==> src/rtl/lsu_pkg.sv <==
// Shared definitions for the load/store memory stage: RV32I width codes,
// FSM encoding and the access-legality helpers.
package lsu_pkg;

   localparam int XLEN = 32;

   localparam logic [2:0] F3_B  = 3'b000;
   localparam logic [2:0] F3_H  = 3'b001;
   localparam logic [2:0] F3_W  = 3'b010;
   localparam logic [2:0] F3_BU = 3'b100;
   localparam logic [2:0] F3_HU = 3'b101;

   typedef enum logic [1:0] {
      ST_IDLE     = 2'd0,
      ST_WAIT_GNT = 2'd1,
      ST_WAIT_RSP = 2'd2,
      ST_DONE     = 2'd3
   } lsu_state_e;

   function automatic logic f3_illegal(input logic [2:0] f3);
      return (f3 == 3'b011) || (f3[2:1] == 2'b11);
   endfunction

   function automatic logic addr_misaligned(input logic [2:0] f3, input logic [1:0] lo);
      logic bad;
      bad = 1'b0;
      case (f3)
         F3_H, F3_HU: bad = lo[0];
         F3_W:        bad = (lo != 2'b00);
         default:     bad = 1'b0;
      endcase
      return bad;
   endfunction

endpackage

==> src/rtl/lsu_align.sv <==
// Byte-lane steering: store data replication/byte enables on one side,
// load lane extraction and sign/zero extension on the other.
module lsu_align
   import lsu_pkg::*;
(
   input  logic [2:0]      st_funct3,
   input  logic [1:0]      st_addr_lo,
   input  logic [XLEN-1:0] st_data,
   output logic [3:0]      st_be,
   output logic [XLEN-1:0] st_lanes,
   input  logic [2:0]      ld_funct3,
   input  logic [1:0]      ld_addr_lo,
   input  logic [XLEN-1:0] ld_word,
   output logic [XLEN-1:0] ld_data
);

   function automatic logic [XLEN-1:0] sext8(input logic [7:0] b);
      logic signed [7:0]      s;
      logic signed [XLEN-1:0] w;
      s = signed'(b);
      w = s;
      return w;
   endfunction

   function automatic logic [XLEN-1:0] sext16(input logic [15:0] h);
      logic signed [15:0]     s;
      logic signed [XLEN-1:0] w;
      s = signed'(h);
      w = s;
      return w;
   endfunction

   logic [7:0]  ld_byte;
   logic [15:0] ld_half;

   always_comb begin
      st_be    = 4'b1111;
      st_lanes = st_data;
      case (st_funct3[1:0])
         2'b00: begin
            st_be    = 4'b0001 << st_addr_lo;
            st_lanes = {4{st_data[7:0]}};
         end
         2'b01: begin
            st_be    = st_addr_lo[1] ? 4'b1100 : 4'b0011;
            st_lanes = {2{st_data[15:0]}};
         end
         default: ;
      endcase
   end

   always_comb begin
      case (ld_addr_lo)
         2'd0:    ld_byte = ld_word[7:0];
         2'd1:    ld_byte = ld_word[15:8];
         2'd2:    ld_byte = ld_word[23:16];
         default: ld_byte = ld_word[31:24];
      endcase
      ld_half = ld_addr_lo[1] ? ld_word[31:16] : ld_word[15:0];
      case (ld_funct3)
         F3_B:    ld_data = sext8(ld_byte);
         F3_BU:   ld_data = {24'd0, ld_byte};
         F3_H:    ld_data = sext16(ld_half);
         F3_HU:   ld_data = {16'd0, ld_half};
         default: ld_data = ld_word;
      endcase
   end

endmodule

==> src/rtl/lsu_mem_stage.sv <==
// MEM stage of the load/store unit: issues one registered data-bus request
// per op, waits for grant/response, and returns the extended load result.
module lsu_mem_stage
   import lsu_pkg::*;
(
   input  logic            clk,
   input  logic            rst,
   input  logic            op_valid,
   input  logic            op_read,
   input  logic            op_write,
   input  logic [2:0]      op_funct3,
   input  logic [XLEN-1:0] op_addr,
   input  logic [XLEN-1:0] op_wdata,
   output logic            bus_req,
   output logic            bus_we,
   output logic [XLEN-1:0] bus_addr,
   output logic [3:0]      bus_be,
   output logic [XLEN-1:0] bus_wdata,
   input  logic            bus_gnt,
   input  logic            bus_rvalid,
   input  logic [XLEN-1:0] bus_rdata,
   output logic            stall,
   output logic            done,
   output logic [XLEN-1:0] load_data,
   output logic            misaligned
);

   lsu_state_e      state, state_nx;
   logic            access, start, capture;
   logic [2:0]      funct3_p1;
   logic [1:0]      addr_lo_p1;
   logic            is_load_p1;
   logic [3:0]      fmt_be;
   logic [XLEN-1:0] fmt_wdata, ext_data;

   assign access     = op_valid & (op_read | op_write) & (state == ST_IDLE);
   assign misaligned = access & (f3_illegal(op_funct3) | addr_misaligned(op_funct3, op_addr[1:0]));
   assign start      = access & ~misaligned;
   assign stall      = start | (state == ST_WAIT_GNT) | (state == ST_WAIT_RSP);
   // Data arriving together with the grant is taken without visiting WAIT_RSP.
   assign capture    = is_load_p1 & bus_rvalid &
                       (((state == ST_WAIT_GNT) & bus_gnt) | (state == ST_WAIT_RSP));

   lsu_align u_align (
      .st_funct3  (op_funct3),
      .st_addr_lo (op_addr[1:0]),
      .st_data    (op_wdata),
      .st_be      (fmt_be),
      .st_lanes   (fmt_wdata),
      .ld_funct3  (funct3_p1),
      .ld_addr_lo (addr_lo_p1),
      .ld_word    (bus_rdata),
      .ld_data    (ext_data)
   );

   always_comb begin
      state_nx = state;
      case (state)
         ST_IDLE:     if (start) state_nx = ST_WAIT_GNT;
         ST_WAIT_GNT: if (bus_gnt) state_nx = (!is_load_p1 || bus_rvalid) ? ST_DONE : ST_WAIT_RSP;
         ST_WAIT_RSP: if (bus_rvalid) state_nx = ST_DONE;
         default:     state_nx = ST_IDLE;
      endcase
   end

   always_ff @(posedge clk or posedge rst) begin
      if (rst) begin
         state     <= ST_IDLE;
         bus_req   <= 1'b0;
         bus_we    <= 1'b0;
         bus_addr  <= '0;
         bus_be    <= '0;
         bus_wdata <= '0;
         done      <= 1'b0;
         load_data <= '0;
      end else begin
         state <= state_nx;
         done  <= (state_nx == ST_DONE);
         if (start) begin
            bus_req   <= 1'b1;
            bus_we    <= op_write;
            bus_addr  <= {op_addr[XLEN-1:2], 2'b00};
            bus_be    <= fmt_be;
            bus_wdata <= fmt_wdata;
         end else if ((state == ST_WAIT_GNT) && bus_gnt) begin
            bus_req <= 1'b0;
         end
         if (capture) load_data <= ext_data;
      end
   end

   // Op attributes needed for load extraction after the op inputs move on.
   always_ff @(posedge clk) begin
      if (start) begin
         funct3_p1  <= op_funct3;
         addr_lo_p1 <= op_addr[1:0];
         is_load_p1 <= ~op_write;
      end
   end

endmodule

==> config.mk <==
export PLATFORM = sky130hd
export DESIGN_NAME = lsu_mem_stage
export DESIGN_NICKNAME = d
export VERILOG_FILES = /design/src/rtl/lsu_pkg.sv /design/src/rtl/lsu_align.sv /design/src/rtl/lsu_mem_stage.sv
export SDC_FILE = /design/constraint.sdc
export NUM_CORES = 1
export LEC_CHECK = 0
export ABC_AREA = 1
export BUFFER_PORTS_ARGS = -buffer_cell sky130_fd_sc_hd__buf_2
export CAP_MARGIN = 20
export CORE_ASPECT_RATIO = 0.75
export CORE_MARGIN = 3
export CORE_UTILIZATION = 45
export DETAILED_ROUTE_END_ITERATION = 16
export PLACE_DENSITY = 0.75
export SLEW_MARGIN = 0
export SYNTH_ARGS = -nofsm -noshare
export SYNTH_HDL_FRONTEND = slang
export SYNTH_SLANG_ARGS = --single-unit
==> constraint.sdc <==
create_clock -name clk -period 4.28 [get_ports clk]
set_input_delay 0.642 -clock clk [delete_from_list [all_inputs] [get_ports clk]]
set_output_delay 0.642 -clock clk [all_outputs]
set_load 0.01 [all_outputs]
# Word-level counts from Yosys, hierarchy flattened
# Cells that the tools add are included.
dict set report totals {
  register_bits 109
  out_inout_bits 105
  word_cells 65
}
dict set report classes {
  n_eq_ne 14
  n_shift 1
  n_mux 14
  bitwise_logic 14
  n_reduce_logical 11
}
# op count
set ops {}
lappend ops {{$pmux W32 S4} 1}
lappend ops {{$pmux W32 S2} 1}
lappend ops {{$pmux W8 S3} 1}
lappend ops {{$mux W16} 1}
lappend ops {{$eq A3 B3 Y1 const B} 3}
lappend ops {{$eq A2 B2 Y1 const B} 4}
lappend ops {{$pmux W4 S2} 1}
lappend ops {{$and A1 B1 Y1} 7}
lappend ops {{$eq A2 B1 Y1 const B} 3}
lappend ops {{$eq A3 B1 Y1 const B} 2}
lappend ops {{$eq A3 B2 Y1 const B} 2}
lappend ops {{$logic_not A2 Y1} 3}
lappend ops {{$mux W2} 3}
lappend ops {{$pmux W2 S3} 1}
lappend ops {{$or A1 B1 Y1} 5}
lappend ops {{$mux W4} 1}
lappend ops {{$reduce_bool A2 Y1} 2}
lappend ops {{$shl A1 B2 Y4 const A} 1}
lappend ops {{$logic_not A3 Y1} 1}
lappend ops {{$mux W1} 3}
lappend ops {{$logic_or A1 B1 Y1} 2}
lappend ops {{$not A1 Y1} 2}
lappend ops {{$pmux W1 S2} 1}
lappend ops {{$reduce_or A2 Y1} 1}
lappend ops {{2 further kinds} 2}

# Depth between registers and ports, before layout
dict set report depth {
  depth_word 10
  ltp_mapped 10
  depth_no_buf 8
}

# Modules after synthesis
# A second synthesis with hierarchy kept.
dict set report unflattened {
  hier_cells 760
  hier_area_um2 5615.4
}
# module instances cells_per_inst area_per_inst_um2 seq_area_each_um2
set by_module_without_submodules {}
lappend by_module_without_submodules {lsu_mem_stage 1 476 4349.2 2757.6}
lappend by_module_without_submodules {lsu_align 1 284 1266.2 0.0}

# Worst setup path before layout
# No wires, ideal clock.
dict set report synth_timing {
  path_kind {input -> output}
  start {input port op_funct3[1]}
  end {output port stall}
  t_arrival_ns 1.443
  required_time_ns 3.638
  path_slack_ns 2.195
  path_stages 8
  cell_sequence {buf_4 -> inv_2 -> nand2_1 -> nand2_1 -> and2_4 -> nand2_4 -> buf_2 -> nand3b_1}
}
dict set report synth_via {
  elab_chain_len 9
}
# item line_no
set synth_lines {}
lappend synth_lines {{from (decl)} lsu_mem_stage.sv:11} ;# input logic [2:0] op_funct3,
lappend synth_lines {{$eq A3 B1 Y1 or $eq A3 B3 Y1 (tied branches)} lsu_pkg.sv:27} ;# case (f3)
lappend synth_lines {{$reduce_or A2 Y1} lsu_pkg.sv:27}
lappend synth_lines {{$pmux W1 S2} lsu_pkg.sv:27}
lappend synth_lines {{$or A1 B1 Y1 (*)} lsu_mem_stage.sv:37} ;# assign misaligned = access & (f3_illegal(op_funct3) | addr_misaligned(op_funct3, op_addr[1:0]));
lappend synth_lines {{$and A1 B1 Y1 (*)} lsu_mem_stage.sv:37}
lappend synth_lines {{$not A1 Y1 (*)} lsu_mem_stage.sv:38} ;# assign start = access & ~misaligned;
lappend synth_lines {{$and A1 B1 Y1 (*)} lsu_mem_stage.sv:38}
lappend synth_lines {{$or A1 B1 Y1 (*) (2 in a row)} lsu_mem_stage.sv:39} ;# assign stall = start | (state == ST_WAIT_GNT) | (state == ST_WAIT_RSP);
lappend synth_lines {{to (decl)} lsu_mem_stage.sv:22} ;# output logic stall,
# Mark *: on every way between the ends. The rest lies on a longest branch, timed or not.

# Worst setup path after layout
# Same ends and word-level chain as after synthesis.

==> run metrics <==
status complete, no violations; CTS tree built; Die X 131 um; flops & latches, synth 109; worst hold-check path type in2async; Async S/R FF share, synth 94.5%; Max VDD drop 0.361 mV; Crit. End Element output port; DP Worst Slack 1430 ps; Total Routing Usage GR 21.9%; CTS max path bufs 2; grt total ovfl 0; critical path data arrival time 1960 ps; Final nets 984; clock period minus final worst setup slack 2600 ps; setup violators final 0; Compound-Gate Fraction of Synth Area 10.1%; post-CTS resize count 0; Initial Util 47.2%; core area 11200 um^2; row cnt 33; Filler Cell Count 1107; Max Cap Viol 0; DRT iter0 DRCs 351; router iterations before antenna repair 5; maximum number of pins on one net before global-route repair 104; post-synthesis adder-cell area fraction 0%; final hold viol count 0; routability cong. 0.909; clock share of power 20.2%; vias after detailed routing 4979; RSZ-0062 raised after global routing false; max frequency 0.385 GHz; sequential share of the synthesized area 52.0%; Clock transition at path regs 70 ps; xor/xnor share of the synthesized area 0%; critical path launch point type primary input; Util after Layout 59.5%; skew final 9.86 ps; post-synth top area share 48.6%; Post-synth EDFFs 6; top_reg_cell synth dfrtp_1; cell taking the most area after synthesis dfrtp_1; PwrDens 621 nW/um^2; largest family of logic cells by synthesized area simple AND/OR/NAND/NOR gates; DP Area 6370 um^2; post-CTS setup repair buffer count 0; CTS Buf Count 9; Port Buffers 208; r2r setup slk 2020 ps; Post-Synthesis Cell Area 5300 um^2; per-cell routed wire length 13.8 um; synth-to-layout area growth 26.0%; ANT cells 0; commonest cells in the netlist nand2_1, dfrtp_1, inv_1; die area 13100 um^2; top-count cell post-synth nand2_1; antenna-violating nets left 0; Final WS setup 1680 ps; critical path class in2out; P_leak 3.89 nW; Net Switching 1.54 mW; Worst Max-Slew Pin Slew 870 ps; top post-synthesis cells by area dfrtp_1, nand2_1, o21ai_0; Required @ worst endpoint 3640 ps; Max-slew headroom 42.0%; Max Slew Vio Count 0; clk sinks 109; Reg power frac 43.0%; post-synthesis area per instance 7.68 um^2; DRC 0; worst skew pair latency 350 ps; Die Height 100 um; ratio of cells with drive above 1 in the final layout 28.8%; Max FO, Critical Path 35; vias in the first global route 4696; Mapped Cells 690; switching share of power 37.1%; io pins 211; multiplexer area fraction after synthesis 0%; final instance area 6680 um^2; Synth Area in Simple Gates 28.8%; Yosys cell types 29; Yosys warning count 0; vias per inst 4.79; Post-Route Setup TNS 0 ps; hold buffers post-CTS 0; initial antenna violation count 0; period utilization 60.7%; Comb power frac 36.8%; first-pass GRT wire length 23300 um; drt total wl 14300 um; internal power 2.61 mW; H-tree depth 3; root buf cell clkbuf_16; DP HPWL 10500 um
state kept, by name, summed over array words and instances (netlist names):
| signal | cells |
|---|---|
| addr_lo_p1 | 2 |
| is_load_p1 | 1 |
| bus_be | 4 |
| bus_req | 1 |
| done | 1 |
| bus_addr | 30 |
| bus_wdata | 32 |
| bus_we | 1 |
| load_data | 32 |
| state | 2 |
| funct3_p1 | 3 |
path summary, 6_finish.rpt:
path / startpoint / endpoint / cells past startpoint
min in group clk: load_data[13]$_DFFE_PP0P_ / load_data[13]$_DFFE_PP0P_ / 2
min: rst / bus_addr[17]$_DFFE_PP0P_ / 2
max: op_funct3[1] / stall / 9
max in group asynchronous: rst / state[0]$_DFF_PP0_ / 3
max reg2reg: addr_lo_p1[1]$_DFFE_PP_ / load_data[22]$_DFFE_PP0P_ / 7
min reg2reg: load_data[13]$_DFFE_PP0P_ / load_data[13]$_DFFE_PP0P_ / 2
power groups by stage:
stage,clock [mW],sequential (mW),combinational [mW]
after CTS,0.858,1.79,1.55
final,0.838,1.78,1.53
after detailed placement,0,1.78,1.55
after global placement,0,1.79,1.51
after floorplan,0,1.99,0.642
after global routing,0.900,1.85,1.73
stage by stage:
step / cells / total power, mW / hold WS [ps]
after floorplan: 691 / 2.63 / 513
after global placement: 1024 / 3.30 / 459
after detailed placement: 1024 / 3.34 / 462
after CTS: 1040 / 4.19 / 270
after global routing: 1040 / 4.47 / 289
final: 1040 / 4.15 / 267
critical path: stages:
cell	delay, ps
buf_2	90
buf_4	310
inv_2	40
nand2_1	250
nand2_1	80
and2_4	180
nand2_4	90
nand3b_1	90
buf_2	150
layer usage:
metal | GRT usage (%) | up-vias | routed length (um)
li1 | - | 2502 | -
met1 | 30.0 | 2258 | 6380
met2 | 34.7 | 207 | 6410
met3 | 7.16 | 12 | 1430
met4 | 4.36 | 0 | 120
met5 | 0 | - | 0
cell type report:
| type | instances | area, um^2 | area share [%] |
|---|---|---|---|
| Clock buffer | 12 | 268 | 4.01 |
| Clock inverter | 4 | 37.5 | 0.562 |
| Inverter | 71 | 272 | 4.07 |
| Multi-Input combinational cell | 474 | 2070 | 31.0 |
| Sequential cell | 109 | 2760 | 41.3 |
| Tap cell | 157 | 196 | 2.94 |
| Timing Repair Buffer | 213 | 1080 | 16.1 |
cell usage in the layout, fill, tap and decap left out:
cell type and count:
a21boi_0 5, a21oi_1 44, a31oi_1 1, and2_4 1, buf_2 208, buf_4 5, clkbuf_1 1, clkbuf_16 10
clkbuf_8 1, clkinv_4 3, conb_1 2, dfrtp_1 103, edfxtp_1 6, inv_1 63, inv_2 6, inv_4 2
inv_8 1, nand2_1 264, nand2_2 2, nand2_4 1, nand3_1 29, nand3_2 1, nand3b_1 3, nor2_1 43
nor3_1 3, nor3_2 1, o21ai_0 48, o21ba_2 2, o22ai_1 2, or2_0 12, or2_2 10
kinds of logic (layout without fill, tap and decap cells):
group                  count (synthesis)  after routing
AOI/OAI and AO/OA                    102            102
DFF                                  109            109
and+or+nand+nor                      370            370
other                                  1              2
buffers and inverters                108            300
Note: power is estimated with default switching activity, not from simulation.
